`src/rtl/writeback_stage_pkg.sv`:
```
// writeback_stage_pkg: shared widths, status/icode/register codes and W register layout.
package writeback_stage_pkg;
    localparam int DATA_W = 64;
    localparam int ICODE_W = 4;
    localparam int STAT_W = 3;
    localparam int REG_W = 4;
    localparam logic [STAT_W-1:0] SAOK = 3'd1;
    localparam logic [STAT_W-1:0] SHLT = 3'd2;
    localparam logic [STAT_W-1:0] SADR = 3'd3;
    localparam logic [STAT_W-1:0] SINS = 3'd4;
    localparam logic [ICODE_W-1:0] INOP = 4'h1;
    localparam logic [REG_W-1:0] RNONE = 4'hF;
    typedef enum logic {RUN, STOP} wb_state_e;
    typedef struct packed {
        logic [STAT_W-1:0]  stat;
        logic [ICODE_W-1:0] icode;
        logic [DATA_W-1:0]  val_e;
        logic [DATA_W-1:0]  val_m;
        logic [REG_W-1:0]   dst_e;
        logic [REG_W-1:0]   dst_m;
    } w_reg_t;
    localparam w_reg_t W_BUBBLE = '{stat: SAOK, icode: INOP, val_e: '0, val_m: '0, dst_e: RNONE, dst_m: RNONE};
endpackage

```
`src/rtl/wb_status_fsm.sv`:
```
// wb_status_fsm: sticky RUN/STOP status machine; latches the first non-AOK stat seen in W.
module wb_status_fsm
    import writeback_stage_pkg::*;
(
    input  logic              clk,
    input  logic              rst,
    input  logic [STAT_W-1:0] w_stat,
    output logic              frozen,
    output logic [STAT_W-1:0] cpu_stat,
    output logic              halted
);
    wb_state_e state, state_nxt;
    logic [STAT_W-1:0] lat, lat_nxt;
    always_ff @(posedge clk or posedge rst) begin
        if (rst) begin
            state <= RUN;
            lat   <= SAOK;
        end else begin
            state <= state_nxt;
            lat   <= lat_nxt;
        end
    end
    always_comb begin
        state_nxt = state;
        lat_nxt   = lat;
        if (state == RUN && w_stat != SAOK) begin
            state_nxt = STOP;
            lat_nxt   = w_stat;
        end
        frozen   = state == STOP;
        halted   = state == STOP;
        cpu_stat = state == STOP ? lat : w_stat;
    end
endmodule

```
`src/rtl/writeback_stage.sv`:
```
// writeback_stage: Y86 W pipeline register, register-file write ports and sticky status.
// Optional retired-instruction counter enabled by defining WB_RETIRE_CNT_EN.
module writeback_stage
    import writeback_stage_pkg::*;
(
    input  logic               clk_i,
    input  logic               rst_i,
    input  logic               W_stall_i,
    input  logic               W_bubble_i,
    input  logic [STAT_W-1:0]  m_stat_i,
    input  logic [ICODE_W-1:0] M_icode_i,
    input  logic [DATA_W-1:0]  M_valE_i,
    input  logic [DATA_W-1:0]  m_valM_i,
    input  logic [REG_W-1:0]   M_dstE_i,
    input  logic [REG_W-1:0]   M_dstM_i,
    output logic [STAT_W-1:0]  W_stat_o,
    output logic [ICODE_W-1:0] W_icode_o,
    output logic [DATA_W-1:0]  W_valE_o,
    output logic [DATA_W-1:0]  W_valM_o,
    output logic [REG_W-1:0]   W_dstE_o,
    output logic [REG_W-1:0]   W_dstM_o,
    output logic               rf_wE_en_o,
    output logic               rf_wM_en_o,
    output logic [REG_W-1:0]   rf_dstE_o,
    output logic [REG_W-1:0]   rf_dstM_o,
    output logic [DATA_W-1:0]  rf_valE_o,
    output logic [DATA_W-1:0]  rf_valM_o,
    output logic [STAT_W-1:0]  cpu_stat_o,
`ifdef WB_RETIRE_CNT_EN
    output logic [63:0]        retired_cnt_o,
`endif
    output logic               halted_o
);
    w_reg_t w_q;
    logic frozen, ok;
    always_ff @(posedge clk_i or posedge rst_i) begin
        if (rst_i) w_q <= W_BUBBLE;
        else if (!frozen && !W_stall_i)
            w_q <= W_bubble_i ? W_BUBBLE
                              : '{stat: m_stat_i, icode: M_icode_i, val_e: M_valE_i,
                                  val_m: m_valM_i, dst_e: M_dstE_i, dst_m: M_dstM_i};
    end
    wb_status_fsm u_fsm (
        .clk      (clk_i),
        .rst      (rst_i),
        .w_stat   (w_q.stat),
        .frozen   (frozen),
        .cpu_stat (cpu_stat_o),
        .halted   (halted_o)
    );
    assign ok         = !frozen && w_q.stat == SAOK;
    // popq %rsp: dstE == dstM, so only the memory value is written
    assign rf_wE_en_o = ok && w_q.dst_e != RNONE && w_q.dst_e != w_q.dst_m;
    assign rf_wM_en_o = ok && w_q.dst_m != RNONE;
    assign W_stat_o   = w_q.stat;
    assign W_icode_o  = w_q.icode;
    assign W_valE_o   = w_q.val_e;
    assign W_valM_o   = w_q.val_m;
    assign W_dstE_o   = w_q.dst_e;
    assign W_dstM_o   = w_q.dst_m;
    assign rf_dstE_o  = w_q.dst_e;
    assign rf_dstM_o  = w_q.dst_m;
    assign rf_valE_o  = w_q.val_e;
    assign rf_valM_o  = w_q.val_m;
`ifdef WB_RETIRE_CNT_EN
    always_ff @(posedge clk_i or posedge rst_i) begin
        if (rst_i) retired_cnt_o <= '0;
        else if (ok && !W_stall_i && w_q.icode != INOP) retired_cnt_o <= retired_cnt_o + 64'd1;
    end
`endif
endmodule

```
`config.mk`:
```
export PLATFORM = sky130hd
export DESIGN_NAME = writeback_stage
export DESIGN_NICKNAME = d
export VERILOG_FILES = /design/src/rtl/writeback_stage_pkg.sv /design/src/rtl/wb_status_fsm.sv /design/src/rtl/writeback_stage.sv
export SDC_FILE = /design/constraint.sdc
export NUM_CORES = 1
export LEC_CHECK = 0
export CORE_AREA = 10 10 159 161
export DETAILED_ROUTE_END_ITERATION = 7
export DIE_AREA = 0 0 169 171
export PLACE_DENSITY = 0.72
export RECOVER_POWER = 50
export SLEW_MARGIN = 30
export SYNTH_ARGS = -nofsm -noshare
export SYNTH_HDL_FRONTEND = slang
export SYNTH_HIERARCHICAL = 1
export SYNTH_SLANG_ARGS = --single-unit
```
`constraint.sdc`:
```
create_clock -name clk_i -period 5.73 [get_ports clk_i]
set_clock_uncertainty 0.2 [all_clocks]
set_input_delay 1.146 -clock clk_i [delete_from_list [all_inputs] [get_ports clk_i]]
set_output_delay 1.146 -clock clk_i [all_outputs]
set_load 0.005 [all_outputs]
```
==> reports/summary.txt, run 1 <==
syn avg cell area: 9.36 um^2
final RePlAce weighted congestion: 0.798
CP Class: in -> async
fillers: 2035
register bit count reported by yosys: 147
Highest Clock Rate: 0.244 GHz
root buf cell: clkbuf_16
MaxCap Viol Count: 2
CTS Buf Count: 17
H-tree depth: 4
Worst Hold Depth: 2
CP Cell Sequence: dlygate4sd3_1, inv_1
VDD IR max: 165 uV
slowest stage delay, CP: 2.01 ns
die area: 0.0289 mm^2
r2r setup slk: 2.38 ns
first-pass GRT wire length: 36600 um
Cells after DPL: 1317
initial antenna violation count: 1
Ports: 432
# rows: 55
number of port buffers: 431
net count after synthesis: 930
status: finished with violations
Buf/Inv on CP: 2
Synth Warn #: 6
Netlist cell types: 23
clock sinks: 147
Area after DPL: 0.0107 mm^2
min-delay src: W_icode_o[0]$_DFFE_PP1P_
Area Growth Syn to Fin: 55.3%
Die H: 171 um
number of flops mapped to enable cells by yosys: 0
critical path launch point type: input pin
asr flop ratio synth: 100%
Post-Syn Area: 0.00733 mm^2
die width: 169 um
static leakage: 4.91 nW
prevailing post-synth register cell: dfrtp_1
CP endpoint kind: asynchronous set/reset pin
Clk Latency, worst-skew pair: 0.41 ns
RSZ-0062 raised after global routing: no
DR DRC count: 0
worst relative slew slack: -90.7%
vias in the first global route: 6017
failing checks: capacitance limit, slew limit
CP startpoint: rst_i
Post-Route WL: 24400 um
RR Startpoint: u_fsm/frozen$_DFFE_PP0P_
Final TNS setup: 0 ns
Post-DRT Antenna Nets: 0
drt wl/cell: 18.0 um
Tmin final: 4.10 ns
hold_buf cts: 0
clk buf depth: 2
Final Cycle Share: 71.5%
Final #Nets: 1198
drt first pass iters: 5
sequential area share after synthesis: 50.4%
Syn Inst Count: 783
Overflow after GRT: 0
Core Region: 0.0222 mm^2
Hold WC Path Type: reg -> reg
largest net degree at the start of global routing: 144
final hold vios: 0
final setup fails: 0
postcts setup bufs: 0
TritonCTS clock tree: yes
dpl hpwl: 18800 um
cts repair resizes: 0
CP max stage cell: inv_1
iteration-0 DRC count of the detailed router: 386
total track usage: 16.1%
Worst-Margin Slew: 2.86 ns
initial core utilization: 33.0%
worst r2r dst: W_valE_o[31]$_DFFE_PP0P_
CP delay by family, top: buffers and inverters
CP arrival: 3.79 ns
Final Cell Area: 0.0114 mm^2
post-route insts no fill: 1350
DR vias: 5784
Worst Hold Path EP: W_icode_o[0]$_DFFE_PP1P_
Pwr Density: 279 mW/mm^2
vias per inst: 4.28
Clock Pin Slew Worst Setup and Hold Paths: 0.06 ns
worst path required time: 5.42 ns
Crit Path Max Fanout: 74
Max Slew Vio Count: 161
fraction of layout cells with a size suffix above 1: 4.23%
Reg2Reg Depth: 4
layout by cell type (no fill, tap or decap), types with 2 or more instances in the layout:
cell / count
dfstp_2: 10
clkbuf_16: 17
buf_12: 3
clkdlybuf4s50_1: 334
mux2_1: 2
bufinv_16: 6
inv_1: 3
clkinv_4: 4
dfrtp_1: 136
o21ai_0: 42
o21ai_1: 101
nand2b_1: 133
nand4_1: 2
dlygate4sd3_1: 96
xnor2_1: 4
nand2_1: 145
clkbuf_1: 3
nor2_1: 10
synth_stat cells, drive strengths merged, types with 2 or more instances:
library cell,n,share of area (%)
buf,157,17
nand2,145,7.4
o21ai,143,9.8
dfrtp,136,46
nand2b,133,11
clkbuf,28,1.4
dfstp,11,3.9
nor2,10,0.51
xnor2,4,0.48
inv,3,0.15
mux2,3,0.51
nand4,2,0.17
worst max path at each step:
stage                                     to  slack (ns)  cells past startpoint
floorplan           W_icode_o[1]$_DFFE_PP0P_        0.56                      1
global placement     W_valE_o[6]$_DFFE_PP0P_        2.46                      4
detailed placement  W_valE_o[20]$_DFFE_PP0P_        2.42                      4
CTS                               rf_wE_en_o        2.10                      4
global route        W_valM_o[55]$_DFFE_PP0P_        0.99                      2
finish              W_valE_o[29]$_DFFE_PP0P_        1.63                      2
stage by stage:
stage	power, W	utilization [%]	setup WS (ns)	hold WS (ns)
2_1_floorplan	0.00153	-	0.563	0.252
3_3_place_gp	0.00196	48.2	2.46	0.250
3_5_place_dp	0.00198	48.2	2.42	0.259
4_1_cts	0.00326	51.2	2.10	0.268
5_1_grt	0.00334	51.2	0.995	0.282
6_report	0.00318	51.2	1.63	0.266
registers in the layout, indices dropped and copies added (netlist names):
name / cells
W_valM_o: 64
W_icode_o: 4
u_fsm/lat: 3
W_dstM_o: 4
u_fsm/frozen: 1
W_stat_o: 3
W_valE_o: 64
W_dstE_o: 4
power breakdown:
part | internal [W] | switching (W)
logic | 0.000443 | 0.000218
registers | 0.00115 | 0.000103
clock network | 0.000822 | 0.000447
total | 0.00241 | 0.000768
logic make-up after synthesis:
kind of cell	share of synthesized area [%]
AND/OR/NAND/NOR	19.9
buffers and inverters	18.5
AO/OA/AOI/OAI	10.2
flip-flops	50.4
XOR/XNOR	0.478
multiplexers	0.512
metal layers:
metal | vias to the layer above | part of all wire [%] | GRT usage [%]
li1 | 2893 | - | -
met1 | 2650 | 39 | 18.2
met2 | 223 | 51 | 27.4
met3 | 18 | 8.9 | 6.88
met4 | 0 | 1.2 | 4.28
met5 | - | 0 | 0
cell type report:
| cell class | count | area [um^2] | share of cell area, % |
|---|---|---|---|
| tap | 285 | 357 | 3.13 |
| antenna | 1 | 2.50 | 0.0220 |
| multi-input combinational | 448 | 2280 | 20.0 |
| sequential | 147 | 3690 | 32.4 |
| inverter | 3 | 11.3 | 0.0989 |
| clock inverter | 12 | 231 | 2.03 |
| timing repair buffer | 434 | 4380 | 38.4 |
| clock buffer | 20 | 437 | 3.84 |
(Power assumes the default switching activity.)
==> inputs of run 2 (changes only) <==
--- a/config.mk
+++ b/config.mk
@@ -5,10 +5,10 @@
 export SDC_FILE = /design/constraint.sdc
 export NUM_CORES = 1
 export LEC_CHECK = 0
-export CORE_AREA = 10 10 159 161
+export CORE_AREA = 10 10 161 163
 export DETAILED_ROUTE_END_ITERATION = 7
-export DIE_AREA = 0 0 169 171
-export PLACE_DENSITY = 0.72
+export DIE_AREA = 0 0 171 173
+export PLACE_DENSITY = 0.73
 export RECOVER_POWER = 50
 export SLEW_MARGIN = 30
 export SYNTH_ARGS = -nofsm -noshare
==> constraint.sdc (replaced) <==
create_clock -name clk_i -period 3.4 [get_ports clk_i]
set_clock_uncertainty 0.2 [all_clocks]
set_input_delay 0.68 -clock clk_i [delete_from_list [all_inputs] [get_ports clk_i]]
set_output_delay 0.68 -clock clk_i [all_outputs]
set_load 0.005 [all_outputs]
==> reports/summary.txt, run 2 (synthesis results as in run 1) <==
WHS: 0.279 ns (+0.0133 ns)
Int Power: 0.00395 W (+64%)
DR DRC count: 0 (unchanged)
iteration-0 DRC count of the detailed router: 399 (+3.4%)
initial antenna violation count: 1 (unchanged)
P_sw: 0.00129 W (+68%)
static leakage: 4.67 nW (-4.8%)
postcts setup bufs: 0 (unchanged)
Crit Path Max Fanout: 7 (-91%)
CP Cell Sequence: nor4b_1, nand2_1, a41oi_1, clkdlybuf4s50_1
Max Slew Vio Count: 198 (+23%)
worst relative slew slack: -12.2% (+78 points)
CTS Buf Count: 17 (unchanged)
initial core utilization: 32.5% (-0.50 points)
vias in the first global route: 6167 (+2.5%)
cts repair resizes: 0 (unchanged)
Overflow after GRT: 0 (unchanged)
clock sinks: 147 (unchanged)
CP Class: reg -> out
CP endpoint kind: output port
die area: 0.0296 mm^2 (+2.4%)
slowest stage delay, CP: 0.61 ns (-1.40 ns)
clk buf depth: 2 (unchanged)
Seq. cell area: 0.00369 mm^2 (unchanged)
dpl hpwl: 19800 um (+5.4%)
Clk Latency, worst-skew pair: 0.41 ns (about the same)
vias per inst: 4.35 (+1.5%)
largest net degree at the start of global routing: 105 (-27%)
Area Growth Syn to Fin: 54.2%
Cells after DPL: 1321 (+0.30%)
Clock power frac: 37.9% (-2.0 points)
failing checks: capacitance limit, slew limit
commonest non-fill, non-tap cell in the layout: clkdlybuf4s50_1
Pwr Density: 463 mW/mm^2 (+66%)
VDD IR max: 266 uV (+61%)
Flop pwr share: 40.1% (+0.8 points)
status: finished with violations
CP arrival: 2.23 ns (-1.56 ns)
MaxCap Viol Count: 2 (unchanged)
first-pass GRT wire length: 37600 um (+2.7%)
critical path launch point type: flop
Worst-Margin Slew: 1.68 ns (-1.18 ns)
fraction of layout cells with a size suffix above 1: 4.78% (+0.55 points)
Hold WC Path Type: reg -> reg
Switching Share: 24.6% (+0.47 points)
drt first pass iters: 4 (-1)
Final Cycle Share: 91.6%
H-tree depth: 4 (unchanged)
# rows: 55 (unchanged)
Die H: 173 um (+1.2%)
final RePlAce weighted congestion: 0.837 (+4.9%)
worst path required time: 2.52 ns (-2.90 ns)
die width: 171 um (+1.2%)
CP max stage cell: dfstp_1
Comb power frac: 22.0% (+1.2 points)
Post-DRT Antenna Nets: 0 (unchanged)
antenna diode count: 0 (-1)
post-route setup slack: 0.286 ns (-1.35 ns)
most frequent cells in the layout: clkdlybuf4s50_1, nand2_1, dfrtp_1
Multi-input gate area: 0.00228 mm^2 (+0.11%)
fillers: 2109 (+3.6%)
RSZ-0062 raised after global routing: no
Post-Route WL: 24900 um (+2.2%)
Buf/Inv on CP: 1 (-1)
Tmin final: 3.11 ns
total track usage: 16.4% (+0.24 points)
final hold vios: 0 (unchanged)
Final TNS setup: 0 ns (unchanged)
Clock Pin Slew Worst Setup and Hold Paths: 0.06 ns (about the same)
TritonCTS clock tree: yes
final setup fails: 0 (unchanged)
Core Region: 0.0226 mm^2 (+1.5%)
drt wl/cell: 18.4 um (+2.0%)
Highest Clock Rate: 0.321 GHz
root buf cell: clkbuf_16
Ports: 432 (unchanged)
post-route insts no fill: 1353 (+0.22%)
Final #Nets: 1202 (+0.33%)
number of port buffers: 431 (unchanged)
pre-CTS setup slack: 0.717 ns (-1.71 ns)
hold_buf cts: 0 (unchanged)
CP delay by family, top: flip-flops
DR vias: 5886 (+1.8%)
-- run 2: changes by cell type in the layout (fill, tap and decap cells not counted), sizes merged --
cell	change
dlygate4sd3	-95
buf	-4
clkbuf	+8
clkdlybuf4s50	+95
bufinv	-2
diode	-1
clkinvlp	+2
-- run 2: through the flow --
| step | utilization, % | area (um^2) | power [W] |
|---|---|---|---|
| 5_1_grt | 50.1 | 11300 | 0.00551 |
| 3_5_place_dp | 47.8 | 10800 | 0.00334 |
| 6_report | 50.1 | 11300 | 0.00524 |
| 2_1_floorplan | - | 7330 | 0.00258 |
| 3_3_place_gp | 47.8 | 10800 | 0.00331 |
| 4_1_cts | 50.6 | 11400 | 0.00536 |
-- run 2: routing by layer --
layer | track usage [%] | vias to the layer above | wire length, um
met2 | 30.6 | 218 | 13400
li1 | - | 2895 | -
met5 | 0 | - | 0
met4 | 3.91 | 0 | 265
met1 | 16.9 | 2760 | 9120
met3 | 5.47 | 13 | 2110
-- run 2: final timing paths --
path	depth (start not counted)	end	startpoint	slack (ns)
worst max register to register	3	W_valE_o[39]$_DFFE_PP0P_	u_fsm/frozen$_DFFE_PP0P_	0.70
max in group asynchronous	3	W_valE_o[34]$_DFFE_PP0P_	rst_i	0.54
worst min register to register	2	W_icode_o[3]$_DFFE_PP0P_	W_icode_o[3]$_DFFE_PP0P_	0.28
worst max-delay path	4	rf_wE_en_o	W_stat_o[0]$_DFFE_PP1P_	0.29
worst min-delay path	2	W_icode_o[3]$_DFFE_PP0P_	W_icode_o[3]$_DFFE_PP0P_	0.28
min in group asynchronous	2	u_fsm/lat[1]$_DFFE_PP0P_	rst_i	0.43
-- run 2: worst reg2reg max path: cells and delay by family, from the launching register on --
kind,cells,cell delay [ns]
AO/OA/AOI/OAI,1,0.36
buffers and inverters,1,1.21
flip-flops,1,0.49
AND/OR/NAND/NOR,1,0.24
-- run 2: layout make-up --
type | count | area share (%)
clock buffer | 20 | 3.86
inverter | 3 | 0.111
tap | 285 | 3.15
multi-input combinational | 448 | 20.2
sequential | 147 | 32.7
timing repair buffer | 438 | 38.4
clock inverter | 12 | 1.63
-- run 2: power groups by stage --
stage                     sequential [W]  combinational [W]  clock [W]
after floorplan                  0.00210           0.000475          0
after global placement           0.00213            0.00119          0
after detailed placement         0.00213            0.00121          0
after CTS                        0.00211            0.00121    0.00204
after global routing             0.00213            0.00125    0.00213
final                            0.00210            0.00115    0.00199
